### config.mk
export PLATFORM = sky130hd
export DESIGN_NAME = uart_tx_cfg
export DESIGN_NICKNAME = d
export VERILOG_FILES = /design/src/rtl/uart_pkg.sv /design/src/rtl/uart_tx_fifo.sv /design/src/rtl/uart_tx_cfg.sv
export SDC_FILE = /design/constraint.sdc
export NUM_CORES = 1
export LEC_CHECK = 0
export CORE_AREA = 4 4 55 106
export CTS_CLUSTER_DIAMETER = 30
export DETAILED_ROUTE_END_ITERATION = 10
export DIE_AREA = 0 0 59 110
export HOLD_SLACK_MARGIN = 0.06
export SLEW_MARGIN = 20
export SYNTH_ARGS = -nofsm -noshare
export SYNTH_HDL_FRONTEND = slang
export SYNTH_SLANG_ARGS = --single-unit
### constraint.sdc
create_clock -name clk -period 4.95 [get_ports clk]
set_input_delay 0.495 -clock clk [delete_from_list [all_inputs] [get_ports clk]]
set_output_delay 0.495 -clock clk [all_outputs]
set_load 0.1 [all_outputs]
### src/rtl/uart_pkg.sv
// uart_pkg
//   Shared UART definitions for the transmitter and receiver.
//   - uart_state_e : frame sequencing states
//   - PAR_*        : par_mode encodings (2'b11 is reserved and behaves as PAR_NONE)
//   - par_enabled  : true when a mode inserts a parity bit
package uart_pkg;

  typedef enum logic [2:0] {
    IDLE   = 3'd0,
    START  = 3'd1,
    DATA   = 3'd2,
    PARITY = 3'd3,
    STOP   = 3'd4
  } uart_state_e;

  localparam logic [1:0] PAR_NONE = 2'b00;
  localparam logic [1:0] PAR_EVEN = 2'b01;
  localparam logic [1:0] PAR_ODD  = 2'b10;

  function automatic logic par_enabled(input logic [1:0] mode);
    return (mode == PAR_EVEN) || (mode == PAR_ODD);
  endfunction

endpackage

### src/rtl/uart_tx_fifo.sv
// uart_tx_fifo
//   Synchronous FIFO in front of the UART transmitter. Show-ahead: rdata is
//   always the oldest entry while not empty.
// Ports
//   clk      in   system clock
//   reset_n  in   asynchronous reset, active low (empties the FIFO)
//   push     in   write wdata (ignored when full, even with a same-cycle pop)
//   wdata    in   W-bit word
//   pop      in   discard head entry (ignored when empty)
//   rdata    out  head entry
//   full     out  count == DEPTH
//   empty    out  count == 0
//   count    out  number of stored entries
module uart_tx_fifo #(
  parameter int W     = 8,
  parameter int DEPTH = 4
) (
  input  logic                     clk,
  input  logic                     reset_n,
  input  logic                     push,
  input  logic [W-1:0]             wdata,
  input  logic                     pop,
  output logic [W-1:0]             rdata,
  output logic                     full,
  output logic                     empty,
  output logic [$clog2(DEPTH):0]   count
);

  localparam int AW = $clog2(DEPTH);

  logic [W-1:0]  mem [DEPTH];
  logic [AW-1:0] wr_ptr;
  logic [AW-1:0] rd_ptr;
  logic          do_push;
  logic          do_pop;

  assign full    = (count == (AW+1)'(DEPTH));
  assign empty   = (count == '0);
  assign do_push = push & ~full;
  assign do_pop  = pop & ~empty;
  assign rdata   = mem[rd_ptr];

  // Pointers wrap naturally because DEPTH is a power of two.
  always_ff @(posedge clk or negedge reset_n) begin
    if (!reset_n) begin
      wr_ptr <= '0;
      rd_ptr <= '0;
      count  <= '0;
    end else begin
      if (do_push) wr_ptr <= wr_ptr + 1'b1;
      if (do_pop)  rd_ptr <= rd_ptr + 1'b1;
      case ({do_push, do_pop})
        2'b10:   count <= count + 1'b1;
        2'b01:   count <= count - 1'b1;
        default: count <= count;
      endcase
    end
  end

  // Storage needs no reset; validity is tracked by the pointers and count.
  always_ff @(posedge clk) begin
    if (do_push) mem[wr_ptr] <= wdata;
  end

endmodule

### src/rtl/uart_tx_cfg.sv
// uart_tx_cfg
//   UART transmitter: START, DBIT data bits LSB first, optional parity
//   (even/odd), one or two STOP bits. Each bit lasts OS_TICK s_tick pulses.
//   par_mode and stop2 are captured together with the word at frame start.
//   Build option UART_TX_FIFO_EN: FIFO_DEPTH-entry input FIFO (uart_tx_fifo),
//   allowing back-to-back frames. Without it a single holding register is
//   used and din is only accepted while IDLE.
// Ports
//   clk        in   system clock
//   reset_n    in   asynchronous reset, active low; abandons any frame
//   s_tick     in   baud oversampling strobe, one clk wide
//   din_valid  in   word offered on din
//   din        in   DBIT-bit word
//   din_ready  out  word accepted when din_valid & din_ready at a rising edge
//   par_mode   in   00 none, 01 even, 10 odd, 11 none
//   stop2      in   0: one stop bit, 1: two stop bits
//   tx         out  serial line, idle high, registered
//   tx_busy    out  high while a frame is on the line, registered
//   tx_done    out  one-cycle pulse after the last stop tick, registered
//
// state  | meaning
// IDLE   | line high, waiting for a word
// START  | start bit (low)
// DATA   | data bits, LSB first
// PARITY | parity bit, only when par_mode selects even/odd
// STOP   | one or two stop bit periods (high)
module uart_tx_cfg
  import uart_pkg::*;
#(
  parameter int DBIT       = 8,
  parameter int OS_TICK    = 16,
  parameter int FIFO_DEPTH = 4
) (
  input  logic            clk,
  input  logic            reset_n,
  input  logic            s_tick,
  input  logic            din_valid,
  input  logic [DBIT-1:0] din,
  output logic            din_ready,
  input  logic [1:0]      par_mode,
  input  logic            stop2,
  output logic            tx,
  output logic            tx_busy,
  output logic            tx_done
);

  localparam int SW = $clog2(OS_TICK);
  localparam int NW = $clog2(DBIT);

  localparam logic [SW-1:0] S_LAST   = SW'(OS_TICK - 1);
  localparam logic [NW-1:0] N_LAST   = NW'(DBIT - 1);
  localparam logic [SW:0]   SC_LAST1 = (SW+1)'(OS_TICK - 1);
  localparam logic [SW:0]   SC_LAST2 = (SW+1)'(2*OS_TICK - 1);

  if (DBIT < 5 || DBIT > 9) begin : g_bad_dbit
    $error("uart_tx_cfg: DBIT must be 5..9");
  end
  if (OS_TICK < 8 || OS_TICK > 32) begin : g_bad_os
    $error("uart_tx_cfg: OS_TICK must be 8..32");
  end
  if (FIFO_DEPTH < 2 || (FIFO_DEPTH & (FIFO_DEPTH - 1)) != 0) begin : g_bad_depth
    $error("uart_tx_cfg: FIFO_DEPTH must be a power of two >= 2");
  end

  uart_state_e     state_q, state_d;
  logic [SW-1:0]   s_q, s_d;
  logic [SW:0]     sc_q, sc_d;       // stop counter spans up to two bit periods
  logic [NW-1:0]   n_q, n_d;
  logic [DBIT-1:0] shift_q, shift_d;
  logic [DBIT-1:0] word_q, word_d;   // unshifted copy for parity
  logic [1:0]      par_q, par_d;
  logic            stop2_q, stop2_d;
  logic            tx_d;
  logic            done_d;
  logic            load;
  logic            par_bit;
  logic            word_avail;
  logic [DBIT-1:0] word_head;

`ifdef UART_TX_FIFO_EN
  logic                        fifo_full;
  logic                        fifo_empty;
  logic [$clog2(FIFO_DEPTH):0] fifo_count;

  uart_tx_fifo #(
    .W     (DBIT),
    .DEPTH (FIFO_DEPTH)
  ) u_fifo (
    .clk     (clk),
    .reset_n (reset_n),
    .push    (din_valid & ~fifo_full),
    .wdata   (din),
    .pop     (load),
    .rdata   (word_head),
    .full    (fifo_full),
    .empty   (fifo_empty),
    .count   (fifo_count)
  );

  // count is a register, so din_ready carries no combinational input path.
  assign din_ready  = (fifo_count != ($clog2(FIFO_DEPTH)+1)'(FIFO_DEPTH));
  assign word_avail = ~fifo_empty;
`else
  // The frame registers double as the holding register; a word is only
  // taken while IDLE, which forces an IDLE cycle between frames.
  assign din_ready  = (state_q == IDLE);
  assign word_avail = din_valid & din_ready;
  assign word_head  = din;
`endif

  assign par_bit = (par_q == PAR_ODD) ? ~^word_q : ^word_q;

  always_comb begin
    state_d = state_q;
    s_d     = s_q;
    sc_d    = sc_q;
    n_d     = n_q;
    shift_d = shift_q;
    word_d  = word_q;
    par_d   = par_q;
    stop2_d = stop2_q;
    done_d  = 1'b0;
    load    = 1'b0;

    case (state_q)
      IDLE: begin
        if (word_avail) load = 1'b1;
      end
      START: begin
        if (s_tick) begin
          if (s_q == S_LAST) begin
            s_d     = '0;
            n_d     = '0;
            state_d = DATA;
          end else begin
            s_d = s_q + 1'b1;
          end
        end
      end
      DATA: begin
        if (s_tick) begin
          if (s_q == S_LAST) begin
            s_d     = '0;
            shift_d = shift_q >> 1;
            if (n_q == N_LAST) begin
              sc_d    = '0;
              state_d = par_enabled(par_q) ? PARITY : STOP;
            end else begin
              n_d = n_q + 1'b1;
            end
          end else begin
            s_d = s_q + 1'b1;
          end
        end
      end
      PARITY: begin
        if (s_tick) begin
          if (s_q == S_LAST) begin
            s_d     = '0;
            sc_d    = '0;
            state_d = STOP;
          end else begin
            s_d = s_q + 1'b1;
          end
        end
      end
      STOP: begin
        if (s_tick) begin
          if (sc_q == (stop2_q ? SC_LAST2 : SC_LAST1)) begin
            sc_d   = '0;
            done_d = 1'b1;
            if (word_avail) load = 1'b1;
            else            state_d = IDLE;
          end else begin
            sc_d = sc_q + 1'b1;
          end
        end
      end
      default: state_d = IDLE;
    endcase

    // A new frame captures word and frame format together, so later changes
    // of par_mode/stop2 cannot affect it.
    if (load) begin
      state_d = START;
      s_d     = '0;
      word_d  = word_head;
      shift_d = word_head;
      par_d   = par_mode;
      stop2_d = stop2;
    end

    // tx shows the level of the bit being entered on this edge.
    case (state_d)
      IDLE:    tx_d = 1'b1;
      START:   tx_d = 1'b0;
      DATA:    tx_d = shift_d[0];
      PARITY:  tx_d = par_bit;
      STOP:    tx_d = 1'b1;
      default: tx_d = 1'b1;
    endcase
  end

  always_ff @(posedge clk or negedge reset_n) begin
    if (!reset_n) begin
      state_q <= IDLE;
      s_q     <= '0;
      sc_q    <= '0;
      n_q     <= '0;
      shift_q <= '0;
      word_q  <= '0;
      par_q   <= PAR_NONE;
      stop2_q <= 1'b0;
      tx      <= 1'b1;
      tx_busy <= 1'b0;
      tx_done <= 1'b0;
    end else begin
      state_q <= state_d;
      s_q     <= s_d;
      sc_q    <= sc_d;
      n_q     <= n_d;
      shift_q <= shift_d;
      word_q  <= word_d;
      par_q   <= par_d;
      stop2_q <= stop2_d;
      tx      <= tx_d;
      tx_busy <= (state_d != IDLE);
      tx_done <= done_d;
    end
  end

endmodule

* Word-level counts from Yosys, hierarchy flattened
Cells that the tools add are included.
Cells by class: $add $sub $neg 3, eq/ne operators 21, muxes and demuxes 45, bitwise gates (word level) 1, reduce and logical (&&, ||, !) cells 16
Operator list (number):
- $mux 3 | 17
- $mux 5 | 8
- $mux 8 | 4
- $ne 2x2->1 const B | 9
- $mux 4 | 4
- $pmux 3 s5 | 1
- $pmux 5 s3 | 1
- $eq 3x2->1 const B | 4
- $reduce_bool 2->1 | 5
- $reduce_xnor 8->1 | 1
- $reduce_xor 8->1 | 1
- $mux 1 | 7
- $reduce_and 7->1 | 1
- $eq 3x1->1 const B | 2
- $eq 3x3->1 const B | 2
- $pmux 3 s2 | 1
- $reduce_and 6->1 | 1
- $reduce_bool 3->1 | 2
- $add 5x1->5 const B | 1
- $eq 5x5->1 | 1
- $add 4x1->4 const B | 1
- $eq 4x4->1 const B | 1
- $add 3x1->3 const B | 1
- $logic_not 3->1 | 1
- other kinds (9) | 9
Storage, ports and cells: flip-flop bits (word level) 37, bits of input ports 15, output and inout bits 4, logic and storage cells 98

* Depth between registers and ports, before layout
depth in word-level cells 10, mapped depth 7, gate-level depth less buffers 7

* Worst setup path before layout
No wires, ideal clock.
path kind reg-to-reg, from register state_q[0], to register s_q[3], library setup time 0.129 ns, arrival 2.506 ns, required time 4.821 ns, setup slack 2.315 ns, cell stages (with the launch flop) 7, buffers on the path 1, clock period less this slack 2.635 ns, cells stage by stage dfrtp_1 > buf_2 > nor3_2 > nand2_1 > and3_1 > o21ai_0 > o41ai_1
Between the ends: longest elaborated chain between the ends 8, elaborated cells on any way between the ends 15, classes of those cells eq/ne: 4; mux: 5; bitwise: 1; reduce/logical: 5
Ends and longest elaborated chain:
- from (decl) | RTL line uart_tx_cfg.sv:65 | uart_state_e state_q, state_d;
- from (signal assigned) | RTL line uart_tx_cfg.sv:218 | state_q <= state_d;
- $logic_not 3->1 * | RTL line uart_tx_cfg.sv:106 | assign din_ready = (state_q == IDLE);
- net din_ready | RTL line uart_tx_cfg.sv:39 | output logic din_ready,
- $and 1x1->1 | RTL line uart_tx_cfg.sv:107 | assign word_avail = din_valid & din_ready;
- $mux 1 | RTL line uart_tx_cfg.sv:127, uart_tx_cfg.sv:172
- $mux 1 | RTL line uart_tx_cfg.sv:169 | if (sc_q == (stop2_q ? SC_LAST2 : SC_LAST1)) begin
- $mux 1 | RTL line uart_tx_cfg.sv:168 | if (s_tick) begin
- $pmux 1 s2 * | RTL line uart_tx_cfg.sv:125 | case (state_q)
- $reduce_bool 2->1 (no source line)
- $reduce_and 2->1 (no source line)
- to (signal assigned) | RTL line uart_tx_cfg.sv:207 | s_q <= '0;
- to (signal assigned) | RTL line uart_tx_cfg.sv:219 | s_q <= s_d;
- to (decl) | RTL line uart_tx_cfg.sv:66 | logic [SW-1:0] s_q, s_d;
The timed path passes the listed nets; every way through them passes the cells marked *. A chain may end at the register's enable or synchronous reset.

* Worst setup path after layout
from register state_q[0], to output port din_ready
Between the ends: longest elaborated chain between the ends 1
Ends and longest elaborated chain (RTL line):
- $logic_not 3->1 | uart_tx_cfg.sv:106
- to (decl) | uart_tx_cfg.sv:39
Every way passes these cells.

==> results.toml <==
[status]
status = "complete, no violations"

[clock_tree]
clk_latency_ns = 0.28
cts.clk_slew.worst_paths_ns = 0.07
cts_hold_buffers = 0
cts_buffer_depth = 2
cts-resized-gates = 0
cts_buffers = 5
h-tree-depth = 2
cts_root_buf = "clkbuf_8"
tritoncts = "done"
cts.sinks = 37
cts_setup_buffers = 0

[placement]
place_ws_ns = 2.51
placed_cells = 254
hpwlAfterDp_mm = 2.75
io_buffer_count = 18
dpl_cell_area_um2 = 2040
place_congestion = 0.759

[logic_synthesis]
syn_area_um2 = 1830
yosysTopAreaCellShare_pct = 49.2
synth_simple_gate_area_share_pct = 19.7
synth_top_family_by_area = "simple AND/OR/NAND/NOR gates"
async_flop_share_pct = 100
syn_avg_cell_area_um2 = 9.84
synth-edff-count = 0
yosysTopAreaCell = "dfrtp_1"
yosysWarnings = 0
synth_fa_ha_area_share_pct = 3.42
synth_seq_cells = 37
seq_area_frac_synth_pct = 50.6
synth.net_count = 206
synthCells = 186
synth-compound-area-share_pct = 12.4
ys_top_cells_by_area = "dfrtp_1 49%, nand2_1 8.8%, o21ai_0 5.2%"
synth_cell_types = 40
synth_ff_type = "dfrtp_1"
synth-xor-area-share_pct = 4.78
muxShareOfSynthArea_pct = 5.60

[routing]
viasPerCell = 5.26
met2_length_mm = 2.06
drc = 0
dr_wl_met3_um = 78
top_layer = "met4"
num_vias = 1377
wl_per_cell_um = 13.9
ant_nets = 0
drtPass1Iterations = 5
met1_length_mm = 1.40
initialDrtViolationCount = 30
drt-total-wl_mm = 3.65

[power_and_ir_drop]
ir_worst_vdd_mv = 0.303
swShare_pct = 34.4
p_int_mw = 0.690
power.density_nw_per_um2 = 497
p_total_mw = 1.05
p_seq_share_pct = 47.7
pwr-share-comb_pct = 33.2
power.net_switching_mw = 0.362
clkPwrFrac_pct = 19.1
p_leak_nw = 0.985

[timing]
fin_crit_sh_pct = 56.3
setup_viol = 0
finalHoldViolCount = 0
fin_skew_ns = 0.00555
fmax_mhz = 359
holdWs_ns = 0.305
final.setup.tns_ns = 0
relSlewSlack_pct = 35.0
worst_slew_pin_slew_ns = 0.972
drv_slew = 0
layout_setup_ws_ns = 2.17
layout_min_cycle_time_ns = 2.78
rsz0062_at_grt = "no"

[final_layout]
fin_cells = 262
drive_above_1_share_pct = 9.27
nets = 224
postLayoutCellArea_um2 = 2120
fin_util_pct = 42.7
multiInputGateArea_um2 = 841
layout_commonest_cell = "nand2_1"
regArea_um2 = 927
n_fill_cell = 511
area_growth_pct = 15.7
final_cell_mix = "43 x nand2_1, 36 x dfrtp_1, 19 x o21ai_0, 17 x clkdlybuf4s50_1, 11 x nor2_1"
diodes = 0

[flow_run]
maxCapViolations = 0

[worst_setup_path]
arrival_ns = 2.29
critPathKind = "reg2out"
critPathRequiredTime_ns = 4.45
cp_max_fo = 13
critPathCaptureType = "output port"
worstSetupStartpointType = "flip-flop"
reg2reg_depth = 6

[grt]
grt_max_degree = 38
overflow = 0
grtUsageTotal_pct = 13.2
grt_first_pass_wirelength_mm = 6.49
grt_pass1_vias = 1436
antenna_found_initial = 0

[floorplanning]
initial_utilization_pct = 36.9
design.die.area_um2 = 6490
core_area_um2 = 4950
ioPinCount = 19
num_rows = 36
fp.dieH_um = 110
die_w_um = 59

[worst_hold_path]
hold_class = "in2async"
-- state kept, by name, summed over array words and instances, names as in the netlist --
register	cells
state_q	3
stop2_q	1
tx_busy	1
s_q	4
shift_q	8
n_q	3
tx	1
sc_q	5
tx_done	1
word_q	8
par_q	2
-- layout make-up --
type	count	share of cell area, %
clock buffers	8	3.78
multi-input cells	136	39.7
inverters	6	1.06
flip-flops and latches	37	43.8
well taps	57	3.37
repair buffers	18	8.27
-- cells in the mapped netlist (2+ instances only) --
cell / n
dfrtp_1: 36
o21ai_0: 19
mux2i_1: 8
xnor2_1: 7
and3_1: 3
mux2_2: 2
nor2_1: 11
nand2_1: 43
a22oi_1: 2
o31ai_1: 2
inv_2: 2
ha_1: 5
buf_2: 5
a21oi_1: 3
nand3_1: 6
xor2_1: 3
and4_4: 2
o41ai_1: 2
inv_1: 4
-- kinds of logic (layout without fill, tap and decap cells) --
kind of cell | after synthesis | in the layout
fa+ha+maj | 5 | 5
simple gates | 76 | 76
flops | 37 | 37
compound gates | 35 | 35
buf+inv | 13 | 32
mux | 10 | 10
xor+xnor | 10 | 10
-- critical path, cell delays in order, from the launching register on --
cell             delay [ns]
dfrtp_1                0.53
nor3_2                 0.29
clkdlybuf4s50_1        1.18
-- path summary, 6_finish.rpt --
kind                            start    endpoint  slack [ns]
setup reg to reg              sc_q[0]     tx_busy        3.07
setup / recovery           state_q[0]   din_ready        2.17
min in group clk             par_q[1]    par_q[1]        0.48
hold reg to reg              par_q[1]    par_q[1]        0.48
max in group asynchronous     reset_n      s_q[3]        4.12
hold / removal                reset_n  shift_q[1]        0.30
-- power by group through the flow --
stage | clock [mW] | sequential (mW) | combinational (mW)
floorplan | 0 | 0.498 | 0.275
global placement | 0 | 0.506 | 0.349
detailed placement | 0 | 0.509 | 0.355
CTS | 0.207 | 0.503 | 0.358
global route | 0.220 | 0.519 | 0.405
finish | 0.201 | 0.502 | 0.349
-- per-layer routing --
layer	global-route usage [%]	vias up
met5	0	-
met4	6.65	0
met3	2.21	8
met2	24.4	18
met1	13.7	674
li1	-	677
Note: power is estimated with default switching activity, not from simulation.
